## config.mk

```make
export PLATFORM = sky130hd
export DESIGN_NAME = line_buffer_ctrl
export DESIGN_NICKNAME = d
export VERILOG_FILES = /design/src/rtl/lb_pkg.sv /design/src/rtl/pix_pos_cnt.sv /design/src/rtl/line_buffer_ctrl.sv
export SDC_FILE = /design/constraint.sdc
export NUM_CORES = 1
export LEC_CHECK = 0
export CAP_MARGIN = 20
export CORE_ASPECT_RATIO = 0.7
export CORE_UTILIZATION = 45
export CTS_CLUSTER_SIZE = 30
export DETAILED_ROUTE_END_ITERATION = 16
export MAX_ROUTING_LAYER = met4
export PLACE_DENSITY = 0.76
export REMOVE_ABC_BUFFERS = 1
export SYNTH_ARGS = -nofsm -noshare
export SYNTH_HDL_FRONTEND = slang
export SYNTH_SLANG_ARGS = --single-unit
```

## constraint.sdc

```tcl
create_clock -name clk -period 2.6 [get_ports clk]
set_clock_uncertainty 0.05 [all_clocks]
set_input_delay 0.78 -clock clk [delete_from_list [all_inputs] [get_ports clk]]
set_output_delay 0.78 -clock clk [all_outputs]
set_load 0.02 [all_outputs]
```

## src/rtl/lb_pkg.sv

```systemverilog
// Shared types and defaults for the line buffer controller: FSM encoding,
// coordinate width and the window border test.
package lb_pkg;

    localparam int COORD_W = 11;
    localparam int FLUSH_W = 12;

    localparam int DEFAULT_PIC_WIDTH  = 250;
    localparam int DEFAULT_PIC_HEIGHT = 250;
    localparam int DEFAULT_RADIUS     = 2;

    typedef logic [COORD_W-1:0] coord_t;

    typedef enum logic [2:0] {
        ST_IDLE      = 3'd0,
        ST_FIFO_RST  = 3'd1,
        ST_WAIT_BUSY = 3'd2,
        ST_RUN       = 3'd3,
        ST_FLUSH     = 3'd4,
        ST_DONE      = 3'd5
    } state_t;

    // True when the window centre is closer than rad to any frame edge.
    function automatic logic is_border(input coord_t row,
                                       input coord_t col,
                                       input coord_t rad,
                                       input coord_t row_hi,
                                       input coord_t col_hi);
        return (row < rad) || (row >= row_hi) || (col < rad) || (col >= col_hi);
    endfunction

endpackage

```

## src/rtl/pix_pos_cnt.sv

```systemverilog
// Column/row position counter: column wraps at PIC_WIDTH-1, row advances on
// each wrap. Used for both the input and the window (output) position.
module pix_pos_cnt
    import lb_pkg::*;
#(
    parameter int PIC_WIDTH = DEFAULT_PIC_WIDTH
) (
    input  logic               clk,
    input  logic               rst_n,
    input  logic               clr_i,
    input  logic               inc_i,
    output logic [COORD_W-1:0] col_o,
    output logic [COORD_W-1:0] row_o
);

    localparam coord_t COL_LAST = coord_t'(PIC_WIDTH - 1);

    coord_t col_q, col_d;
    coord_t row_q, row_d;

    always_comb begin
        // NOTE: defaults first so every path assigns every output -- no latch.
        col_d = col_q;
        row_d = row_q;
        if (clr_i) begin
            col_d = '0;
            row_d = '0;
        end else if (inc_i) begin
            if (col_q == COL_LAST) begin
                col_d = '0;
                row_d = row_q + coord_t'(1);
            end else begin
                col_d = col_q + coord_t'(1);
            end
        end
    end

    always_ff @(posedge clk or negedge rst_n) begin
        if (!rst_n) begin
            col_q <= '0;
            row_q <= '0;
        end else begin
            // NOTE: non-blocking so all flops update together on the edge.
            col_q <= col_d;
            row_q <= row_d;
        end
    end

    assign col_o = col_q;
    assign row_o = row_q;

endmodule

```

## src/rtl/line_buffer_ctrl.sv

```systemverilog
// Frame sequencer between a pixel source and a 5x5 line buffer: resets the
// FIFOs, gates pixel acceptance, flushes the last RADIUS lines, and tracks the
// window centre coordinate and border flag.
module line_buffer_ctrl
    import lb_pkg::*;
#(
    parameter int PIC_WIDTH  = DEFAULT_PIC_WIDTH,
    parameter int PIC_HEIGHT = DEFAULT_PIC_HEIGHT,
    parameter int RST_CYCLES = 8,
    parameter int RADIUS     = DEFAULT_RADIUS
) (
    input  logic        clk,
    input  logic        rst_n,
    input  logic        frame_start,
    input  logic        valid_in,
    output logic        ready,
    input  logic        fifo_rst_busy,
    output logic        rst_fifo,
    output logic        lb_valid,
    output logic        rd_en_all,
    output logic        win_valid,
    output logic [10:0] win_row,
    output logic [10:0] win_col,
    output logic        win_border,
    output logic        busy,
    output logic        frame_done
);

    localparam coord_t COL_LAST = coord_t'(PIC_WIDTH - 1);
    localparam coord_t ROW_LAST = coord_t'(PIC_HEIGHT - 1);
    localparam coord_t RAD_C    = coord_t'(RADIUS);
    localparam coord_t ROW_HI   = coord_t'(PIC_HEIGHT - RADIUS);
    localparam coord_t COL_HI   = coord_t'(PIC_WIDTH - RADIUS);

    localparam logic [FLUSH_W-1:0] FLUSH_LAST = FLUSH_W'(RADIUS * PIC_WIDTH - 1);
    localparam logic [7:0]         RST_LAST   = 8'(RST_CYCLES - 1);

    state_t               state_q;
    logic [7:0]           rst_cnt_q;
    logic [FLUSH_W-1:0]   flush_cnt_q;
    logic                 rst_fifo_q;
    logic                 ready_q;
    logic                 rd_en_all_q;
    logic                 busy_q;
    logic                 frame_done_q;

    logic                 win_valid_q;
    coord_t               win_row_q;
    coord_t               win_col_q;
    logic                 win_border_q;

    coord_t               in_col, in_row;
    coord_t               out_col, out_row;

    logic                 accept;
    logic                 frame_go;
    logic                 in_last;
    logic                 tick;

    assign accept   = valid_in && ready_q;
    assign frame_go = (state_q == ST_IDLE) && frame_start;
    assign in_last  = accept && (in_row == ROW_LAST) && (in_col == COL_LAST);

    // The first RADIUS lines only prime the buffer; every flush cycle then
    // releases one of the centres still held back, so a frame yields W*H ticks.
    assign tick = (accept && (in_row >= RAD_C)) || rd_en_all_q;

    pix_pos_cnt #(
        .PIC_WIDTH(PIC_WIDTH)
    ) u_in_pos (
        .clk   (clk),
        .rst_n (rst_n),
        .clr_i (frame_go),
        .inc_i (accept),
        .col_o (in_col),
        .row_o (in_row)
    );

    pix_pos_cnt #(
        .PIC_WIDTH(PIC_WIDTH)
    ) u_out_pos (
        .clk   (clk),
        .rst_n (rst_n),
        .clr_i (frame_go),
        .inc_i (tick),
        .col_o (out_col),
        .row_o (out_row)
    );

    always_ff @(posedge clk or negedge rst_n) begin
        if (!rst_n) begin
            state_q      <= ST_IDLE;
            rst_cnt_q    <= '0;
            flush_cnt_q  <= '0;
            rst_fifo_q   <= 1'b1;
            ready_q      <= 1'b0;
            rd_en_all_q  <= 1'b0;
            busy_q       <= 1'b0;
            frame_done_q <= 1'b0;
        end else begin
            frame_done_q <= 1'b0;
            case (state_q)
                ST_IDLE: begin
                    if (frame_start) begin
                        state_q    <= ST_FIFO_RST;
                        rst_cnt_q  <= '0;
                        rst_fifo_q <= 1'b0;
                        busy_q     <= 1'b1;
                    end
                end
                ST_FIFO_RST: begin
                    if (rst_cnt_q == RST_LAST) begin
                        state_q    <= ST_WAIT_BUSY;
                        rst_fifo_q <= 1'b1;
                    end else begin
                        rst_cnt_q  <= rst_cnt_q + 8'd1;
                    end
                end
                ST_WAIT_BUSY: begin
                    if (!fifo_rst_busy) begin
                        state_q <= ST_RUN;
                        ready_q <= 1'b1;
                    end
                end
                ST_RUN: begin
                    if (in_last) begin
                        state_q     <= ST_FLUSH;
                        ready_q     <= 1'b0;
                        rd_en_all_q <= 1'b1;
                        flush_cnt_q <= '0;
                    end
                end
                ST_FLUSH: begin
                    if (flush_cnt_q == FLUSH_LAST) begin
                        state_q      <= ST_DONE;
                        rd_en_all_q  <= 1'b0;
                        frame_done_q <= 1'b1;
                    end else begin
                        flush_cnt_q  <= flush_cnt_q + FLUSH_W'(1);
                    end
                end
                ST_DONE: begin
                    state_q <= ST_IDLE;
                    busy_q  <= 1'b0;
                end
                default: begin
                    state_q     <= ST_IDLE;
                    rst_fifo_q  <= 1'b1;
                    ready_q     <= 1'b0;
                    rd_en_all_q <= 1'b0;
                    busy_q      <= 1'b0;
                end
            endcase
        end
    end

    // Window outputs trail the tick by one cycle to match the FIFO read latency.
    always_ff @(posedge clk or negedge rst_n) begin
        if (!rst_n) begin
            win_valid_q  <= 1'b0;
            win_row_q    <= '0;
            win_col_q    <= '0;
            win_border_q <= 1'b0;
        end else begin
            win_valid_q <= tick;
            if (tick) begin
                win_row_q    <= out_row;
                win_col_q    <= out_col;
                win_border_q <= is_border(out_row, out_col, RAD_C, ROW_HI, COL_HI);
            end
        end
    end

    assign ready      = ready_q;
    assign lb_valid   = accept;
    assign rst_fifo   = rst_fifo_q;
    assign rd_en_all  = rd_en_all_q;
    assign busy       = busy_q;
    assign frame_done = frame_done_q;
    assign win_valid  = win_valid_q;
    assign win_row    = win_row_q;
    assign win_col    = win_col_q;
    assign win_border = win_border_q;

endmodule

```

-- Word level (Yosys, flattened, before mapping)
Index checks and enable logic that the tools add are counted.
- $add $sub $neg: 6
- $mul: 0
- divide/modulo/power cells: 0
- magnitude comparators: 5
- equality and inequality tests: 17
- shifts and indexed selects: 0
- muxes and demuxes: 37
- bitwise gates (word level): 4
- reduce and logical (&&, ||, !) cells: 29
- operators by type and width (cell ; number):
    2-to-1 mux 11 bit ; 12
    adder 11 x 1 -> 11 bit (second input constant) ; 4
    equality test 11 x 8 -> 1 bit (second input constant) ; 3
    2-to-1 mux 12 bit ; 2
    case mux 12 bit (2 select lines) ; 1
    >= comparator 11 x 8 -> 1 bit (second input constant) ; 2
    less-than comparator 11 x 2 -> 1 bit (second input constant) ; 2
    2-to-1 mux 8 bit ; 2
    case mux 8 bit (2 select lines) ; 1
    OR reduction 4 bit ; 4
    2-to-1 mux 3 bit ; 5
    case mux 3 bit (5 select lines) ; 1
    AND reduction 3 bit ; 5
    != test 2 bit (second input constant) ; 7
    adder 12 x 1 -> 12 bit (second input constant) ; 1
    equality test 12 x 9 -> 1 bit (second input constant) ; 1
    nonzero test 2 bit ; 6
    >= comparator 11 x 2 -> 1 bit (second input constant) ; 1
    2-to-1 mux 1 bit ; 9
    case mux 1 bit (3 select lines) ; 3
    adder 8 x 1 -> 8 bit (second input constant) ; 1
    equality test 8 x 3 -> 1 bit (second input constant) ; 1
    equality test 3 x 2 -> 1 bit (second input constant) ; 2
    equality test 3 bit (second input constant) ; 2
    other kinds (8) ; 20
- register bits: 96
- latch bits: 0
- memory bits (writable): 0
- bits in read-only memories: 0
- input bits: 5
- output and inout bits: 30
- logic and storage cells: 114
- memories kept: 0

-- Longest topological paths before layout
Gate-level depths: netlist (run 1).
- depth in word-level cells: 5
- depth in mapped cells: 9

-- Hierarchy
Synthesis (run 1) repeated with hierarchy kept, for this count alone.
- cell total of the unflattened synthesis: 473
- area, all modules: 4911.0 um^2
- by module, submodules not included (module ; times used ; cells each ; area an instance (um^2) ; seq. area each (um^2)):
    line_buffer_ctrl ; 1 ; 231 ; 2566.2 ; 1302.5
    pix_pos_cnt ; 2 ; 121 ; 1172.4 ; 550.5

-- Least setup slack after synthesis (run 1)
OpenSTA, ideal clock, no wires.
- kind: input to register
- start point: in valid_in
- end point: reg flush_cnt_q[11]
- library setup time: 0.126 ns
- data arrival time: 2.077 ns
- data required time: 2.424 ns
- slack: 0.347 ns
- cell stages on the path: 5
- cells stage by stage: nand2_2 inv_1 nand4_4 or3_4 a311o_1
- cells in the longest elaborated chain, start to end: 5
- RTL lines (element ; RTL line ; RTL):
    start, declared ; line_buffer_ctrl.sv:15 ; input logic valid_in,
    logical AND 1 bit ; line_buffer_ctrl.sv:60 ; assign accept = valid_in && ready_q;
    via lb_valid ; line_buffer_ctrl.sv:19 ; output logic lb_valid,
    logical AND 1 bit (2 in a row) ; line_buffer_ctrl.sv:62 ; assign in_last = accept && (in_row == ROW_LAST) && (in_col == COL_LAST);
    != test 2 bit (no source line) ; - ;
    AND reduction 3 bit (no source line) ; - ;
    end signal, assigned ; line_buffer_ctrl.sv:139 ; flush_cnt_q <= flush_cnt_q + FLUSH_W'(1);
    end, declared ; line_buffer_ctrl.sv:40 ; logic [FLUSH_W-1:0] flush_cnt_q;
The timed path passes the listed nets, and every way through them passes these cells.
A chain may end at the register's enable or synchronous reset.

-- Final worst setup path (run 1)
- start point: in valid_in
- end point: out lb_valid
- cells in the longest elaborated chain, start to end: 1
- RTL lines (element ; RTL line):
    logical AND 1 bit ; line_buffer_ctrl.sv:60
    end, declared ; line_buffer_ctrl.sv:19
No other way between the ends.

==> results of run 1 <==
-- cell families after synthesis --
kind of cell | Yosys count | share of synthesized area, %
simple gates | 264 | 27.6
xor+xnor | 11 | 1.90
mux | 3 | 0.592
buf+inv | 43 | 3.60
flops | 96 | 47.4
compound gates | 122 | 16.5
fa+ha+maj | 10 | 2.46
-- sequential cells by signal, indices dropped and copies added, names as in the netlist --
signal,cells
frame_done,1
win_border,1
win_col,11
rd_en_all,1
u_out_pos.col_o,11
ready,1
rst_cnt_q,8
u_in_pos.row_o,11
flush_cnt_q,12
rst_fifo,1
state_q,3
busy,1
u_out_pos.row_o,11
win_row,11
u_in_pos.col_o,11
win_valid,1
-- layer usage --
layer / GRT usage, % / up-vias / part of all wire, %
met5: - / - / 0
met4: 4.90 / 0 / 0.71
met3: 5.57 / 10 / 5.6
met2: 32.4 / 140 / 46
met1: 30.2 / 2124 / 48
li1: - / 2132 / -
-- layout make-up --
cell class | count | share of cell area, %
Timing Repair Buffer | 65 | 10.4
Multi-Input combinational cell | 410 | 41.2
Sequential cell | 96 | 39.7
Clock buffer | 9 | 3.72
Tap cell | 153 | 3.16
Clock inverter | 7 | 0.889
Inverter | 15 | 0.930
-- through the flow --
stage / hold slack (ns) / power (mW) / instances / area [um^2] / TNS, ns
5_1_grt: 0.430 / 3.87 / 755 / 6050 / 0
4_1_cts: 0.407 / 3.69 / 755 / 6060 / 0
2_1_floorplan: 0.433 / 2.12 / 521 / 4950 / -62.71
6_report: 0.390 / 3.66 / 755 / 6050 / 0
3_3_place_gp: 0.400 / 2.39 / 739 / 5780 / -1.10
3_5_place_dp: 0.405 / 2.42 / 739 / 5780 / -1.86
-- cells in the final DEF (no fill, tap or decap), types with 14 or more instances in the layout --
cell type        Yosys  routed
nand2_1            104     104
dfrtp_1             95      95
a21oi_1             33      33
clkdlybuf4s50_1      0      32
buf_4                1      27
nor2_1              26      26
nand3_1             25      25
or4_1               23      23
o21ai_0             20      20
o31ai_1             17      17
nand4_1             14      14
inv_1               14      14
-- how the worst min path moves through the flow --
stage          depth (start not counted)  startpoint           end
2_1_floorplan                          0       rst_n          busy
3_3_place_gp                           2  win_row[6]    win_row[6]
4_1_cts                                1       rst_n  rst_cnt_q[4]
3_5_place_dp                           2  win_row[7]    win_row[7]
5_1_grt                                1       rst_n  rst_cnt_q[5]
6_report                               1       rst_n  rst_cnt_q[5]
-- power by group through the flow --
stage,Sequential (mW),Combinational [mW],Clock [mW]
finish,1.71,0.683,1.27
global placement,1.73,0.664,0
detailed placement,1.74,0.685,0
floorplan,1.74,0.376,0
global route,1.73,0.777,1.36
CTS,1.71,0.686,1.30
==> out/qor.yml, run 1 <==
outcome:
  outcome: "completed"
power:
  p_leak_nw: 2.61
  p_sw_mw: 1.14
  swShare_pct: 31.2
  p_clk_share_pct: 34.6
  seqPwrFrac_pct: 46.7
  ir_worst_vdd_uv: 327
  powerDensity_mw_per_mm2: 605
  p_comb_share_pct: 18.6
  p_int_mw: 2.52
sta:
  slew_headroom_pct: 60.4
  worst_pin_slew_ns: 0.594
  rsz0062_at_grt: "false"
  fmax_mhz: 412
  min_period_over_period_pct: 93.3
  setup_viol: 0
  worst_slack_ns: 0.174
  hold_viol_final: 0
  drv_slew: 0
  min_period_ns: 2.43
final_layout:
  layout-drive-gt1-share_pct: 11.0
  seqCellArea_mm2: 0.00240
  diodes: 0
  nFillCells: 958
  multi_input_area_mm2: 0.00250
  nNetsFinal: 612
  area_growth_pct: 19.3
  fin_util_pct: 55.0
die:
  die_w_um: 129
  core_mm2: 0.0110
  num_rows: 32
  start_util_pct: 46.1
  die_height_um: 90.9
  ioPinCount: 35
  dieArea_mm2: 0.0117
setup_path:
  crit_type: "in -> out"
  start_kind: "input port"
  cp_slowest_stage_delay_ns: 0.49
  startpoint: "valid_in"
  rr_worst_depth: 4
  rrSetupSlack_ns: 0.24
  worstPathRequired_ns: 1.77
  worstPathArrival_ns: 1.60
  crit_family: "buffers and inverters"
  worstPathCellList: "clkdlybuf4s50_1 > nand2_2 > inv_1 > clkbuf_2"
  crit_end: "lb_valid"
  r2r-start: "u_in_pos.row_o[2]"
  reg2reg_to: "flush_cnt_q[8]"
  crit_path_end_kind: "output pin"
  cp.depth: 4
  cp_num_buf_inv: 3
  cp_slowest_cell: "clkdlybuf4s50_1"
  cp_max_fo: 2
synthesis:
  synth_top_area_share_pct: 46.8
  ys_ff_latch: 96
  syn_area_mm2: 0.00508
  synth_common_cells: "nand2_1, dfrtp_1, a21oi_1"
  synth_edf_count: 0
  netlist_top_cells_area: "dfrtp_1, nand2_1, or4_1"
  synth_area_per_cell_um2: 9.25
  synth_ff_type: "dfrtp_1"
  ys_warn_count: 0
  async_flop_share_pct: 100
  ys_types: 64
  yosysTopAreaCell: "dfrtp_1"
  synth_most_common_cell: "nand2_1"
  syn_inst: 549
  ys_seq_area_share_pct: 47.4
grt:
  grt_max_degree: 46
  grt_pass1_wl_um: 19900
  overflow: 0
  grt_pass1_vias: 4120
  antenna_found_initial: 0
  track_usage_pct: 21.9
clocking:
  cts-htree-levels: 3
  clockBufferDepth: 2
  clk_pin_slew_ns: 0.07
  clk-insertion-delay-late_ns: 0.35
  cts_hold_buffers: 0
  cts_setup_buffers: 0
  clock-root-buffer: "clkbuf_16"
  cts_buffers: 9
  cts_tree: "yes"
  cts_sinks: 96
  cts_repair_resize_count: 2
routing:
  detail_route.wl_per_cell_um: 15.1
  drt_wl_total_um: 11400
  drtAntennaViolNets: 0
  drt_iter0_drc: 354
  drt_pre_antenna_iters: 5
  drc: 0
  vias: 4406
  viasPerCell: 5.84
run:
  maxCapViolations: 0
worst_hold_path:
  worstHoldPathType: "in -> async"
placed_design:
  gp_congestion: 0.868
  place.detailed.hpwl_um: 7910
  dpl_worst_slack_ns: -0.266
  io_buffers: 34
No activity file was read; power rests on OpenSTA's default activity.
==> inputs of run 2 (changes only) <==
GPL_TIMING_DRIVEN = 0   (was not set)
MAX_ROUTING_LAYER = not set   (was met4)
==> run 2 against run 1 <==
Highest routed layer unchanged. Sequential share of layout area is 0.38 points higher. Power is 4.7% higher. Register-to-register slack got worse by 0.09 ns. Global-route usage fell by 0.70 points. Clock-buffer cell count up 3. Sequential power is essentially flat. Combinational power fell by 3%. Die area stayed put. Worst setup slack got worse by 0.15 ns. Wire length increased by 2.4%. Non-clock buffer count down 20. Core utilization decreased by 0.52 points.
==> out/qor.yml, run 2 (synthesis gave the netlist of run 1 again) <==
grt:
  overflow: 0  # unchanged
  track_usage_pct: 21.2  # -0.70 points
  grt_max_degree: 67  # +46%
  antenna_found_initial: 0  # unchanged
  grt_pass1_vias: 4025  # -2.3%
  grt_pass1_wl_um: 19700  # -0.94%
final_layout:
  fin_util_pct: 54.5  # -0.52 points
  largest_reg_flops: 12  # unchanged
  layout-drive-gt1-share_pct: 9.23  # -1.7 points
  instances_no_fill: 738  # -2.3%
  nNetsFinal: 595  # -2.8%
  area_growth_pct: 18.1
  diodes: 0  # unchanged
  nFillCells: 968  # +1.0%
  layout_common_cells: "nand2_1, dfrtp_1, a21oi_1"
  stdcell_area_mm2: 0.00600  # -0.95%
  final_common_cell: "nand2_1"
  top_register: "flush_cnt_q"
sta:
  hold_viol_final: 0  # unchanged
  fmax_mhz: 388  # -5.8%
  min_period_over_period_pct: 99.1  # +5.8 points
  worst_slack_ns: 0.0246  # -0.150 ns
  worst_pin_slew_ns: 0.901  # +0.307 ns
  min_period_ns: 2.58  # +0.150 ns
  timing.hold.ws_ns: 0.323  # -0.0666 ns
  slew_headroom_pct: 39.7  # -21 points
  setup_viol: 0  # unchanged
  drv_slew: 0  # unchanged
routing:
  viasPerCell: 6.03  # +3.3%
  drtAntennaViolNets: 0  # unchanged
  drt_pre_antenna_iters: 5  # unchanged
  vias: 4447  # +0.93%
  drc: 0  # unchanged
  drt_wl_total_um: 11700  # +2.4%
  drt_iter0_drc: 383  # +8.2%
  detail_route.wl_per_cell_um: 15.9  # +4.8%
setup_path:
  crit_type: "in -> out"
  worstPathArrival_ns: 1.75  # +0.15 ns
  rr_worst_depth: 7  # +3
  r2r-start: "u_in_pos.row_o[0]"
  start_kind: "input port"
  worstPathRequired_ns: 1.77  # about the same
  crit_path_end_kind: "output pin"
  reg2reg_to: "u_out_pos.row_o[2]"
  cp_max_fo: 8  # +6
  rrSetupSlack_ns: 0.15  # -0.09 ns
die:
  die_w_um: 129  # unchanged
  dieArea_mm2: 0.0117  # unchanged
  core_mm2: 0.0110  # unchanged
  start_util_pct: 46.1  # unchanged
  num_rows: 32  # unchanged
  ioPinCount: 35  # unchanged
  die_height_um: 90.9  # unchanged
placed_design:
  place.detailed.hpwl_um: 7260  # -8.2%
  io_buffers: 34  # unchanged
  dpl.cell_count: 713  # -3.5%
  gp_congestion: 0.854  # -1.6%
  placed_area_mm2: 0.00555  # -4.0%
  dpl_worst_slack_ns: -1.35  # -1.08 ns
clocking:
  cts-htree-levels: 3  # unchanged
  cts_buffers: 9  # unchanged
  clk_pin_slew_ns: 0.07  # about the same
  cts_sinks: 96  # unchanged
  clockBufferDepth: 2  # unchanged
  clock-root-buffer: "clkbuf_16"
  cts_hold_buffers: 0  # unchanged
  cts_tree: "yes"
  clk-insertion-delay-late_ns: 0.35  # about the same
power:
  powerDensity_mw_per_mm2: 640  # +5.7%
  p_leak_nw: 2.55  # -2.4%
  ir_worst_vdd_uv: 304  # -7.1%
worst_hold_path:
  worstHoldPathType: "in -> async"
outcome:
  outcome: "completed"
run:
  maxCapViolations: 0  # unchanged
## run 2: power by group
group / internal (mW) / leakage [nW] / switching [mW]
combinational: 0.248 / 1.13 / 0.415
clock: 0.873 / 0.153 / 0.564
sequential: 1.59 / 1.27 / 0.143
total: 2.71 / 2.55 / 1.12
## run 2: how the worst max path moves through the flow
| stage | startpoint | endpoint | slack (ns) | cells past startpoint |
|---|---|---|---|---|
| 6_report | valid_in | lb_valid | 0.02 | 4 |
| 3_5_place_dp | valid_in | u_out_pos.row_o[2] | -1.35 | 6 |
| 5_1_grt | valid_in | lb_valid | -0.002 | 4 |
| 4_1_cts | valid_in | lb_valid | 0.03 | 4 |
| 2_1_floorplan | frame_start | u_out_pos.col_o[4] | -1.83 | 3 |
| 3_3_place_gp | frame_start | u_out_pos.col_o[5] | -4.89 | 4 |
## run 2: layout make-up
cell class	instances	area [um^2]	share of cell area (%)
Clock buffer	12	246	4.11
Clock inverter	4	76.3	1.27
Inverter	15	65.1	1.08
Multi-Input combinational cell	413	2570	42.9
Sequential cell	96	2400	40.1
Tap cell	153	191	3.19
Timing Repair Buffer	45	439	7.32
## run 2: critical path: stages
cell	delay, ns
clkdlybuf4s50_1	0.54
nand2_4	0.12
clkinvlp_4	0.13
buf_2	0.17
## run 2: metal layers
layer  vias up  part of all wire, %  GRT usage [%]
met5         -                    0              0
met3        12                  5.4           4.86
met4         0                  1.2           5.29
met2       128                   45           32.9
met1      2203                   48           29.9
li1       2104                    -              -
## run 2: per-stage QoR
stage,power (mW),setup TNS [ns]
floorplan,2.12,-62.71
global placement,2.31,-494.73
detailed placement,2.38,-49.69
CTS,3.86,0
global route,4.02,-0.00233
finish,3.84,0
## run 2: what timing repair did
| action | 4_1_cts | 5_1_grt |
|---|---|---|
| resized for setup | 12 | 3 |
| endpoints found under the setup margin | 56 | 28 |
| setup buffers | 2 | 4 |
| gates cloned | 2 | 1 |
| endpoints found under the hold margin | 0 | 0 |
| pin swaps | 1 | 1 |
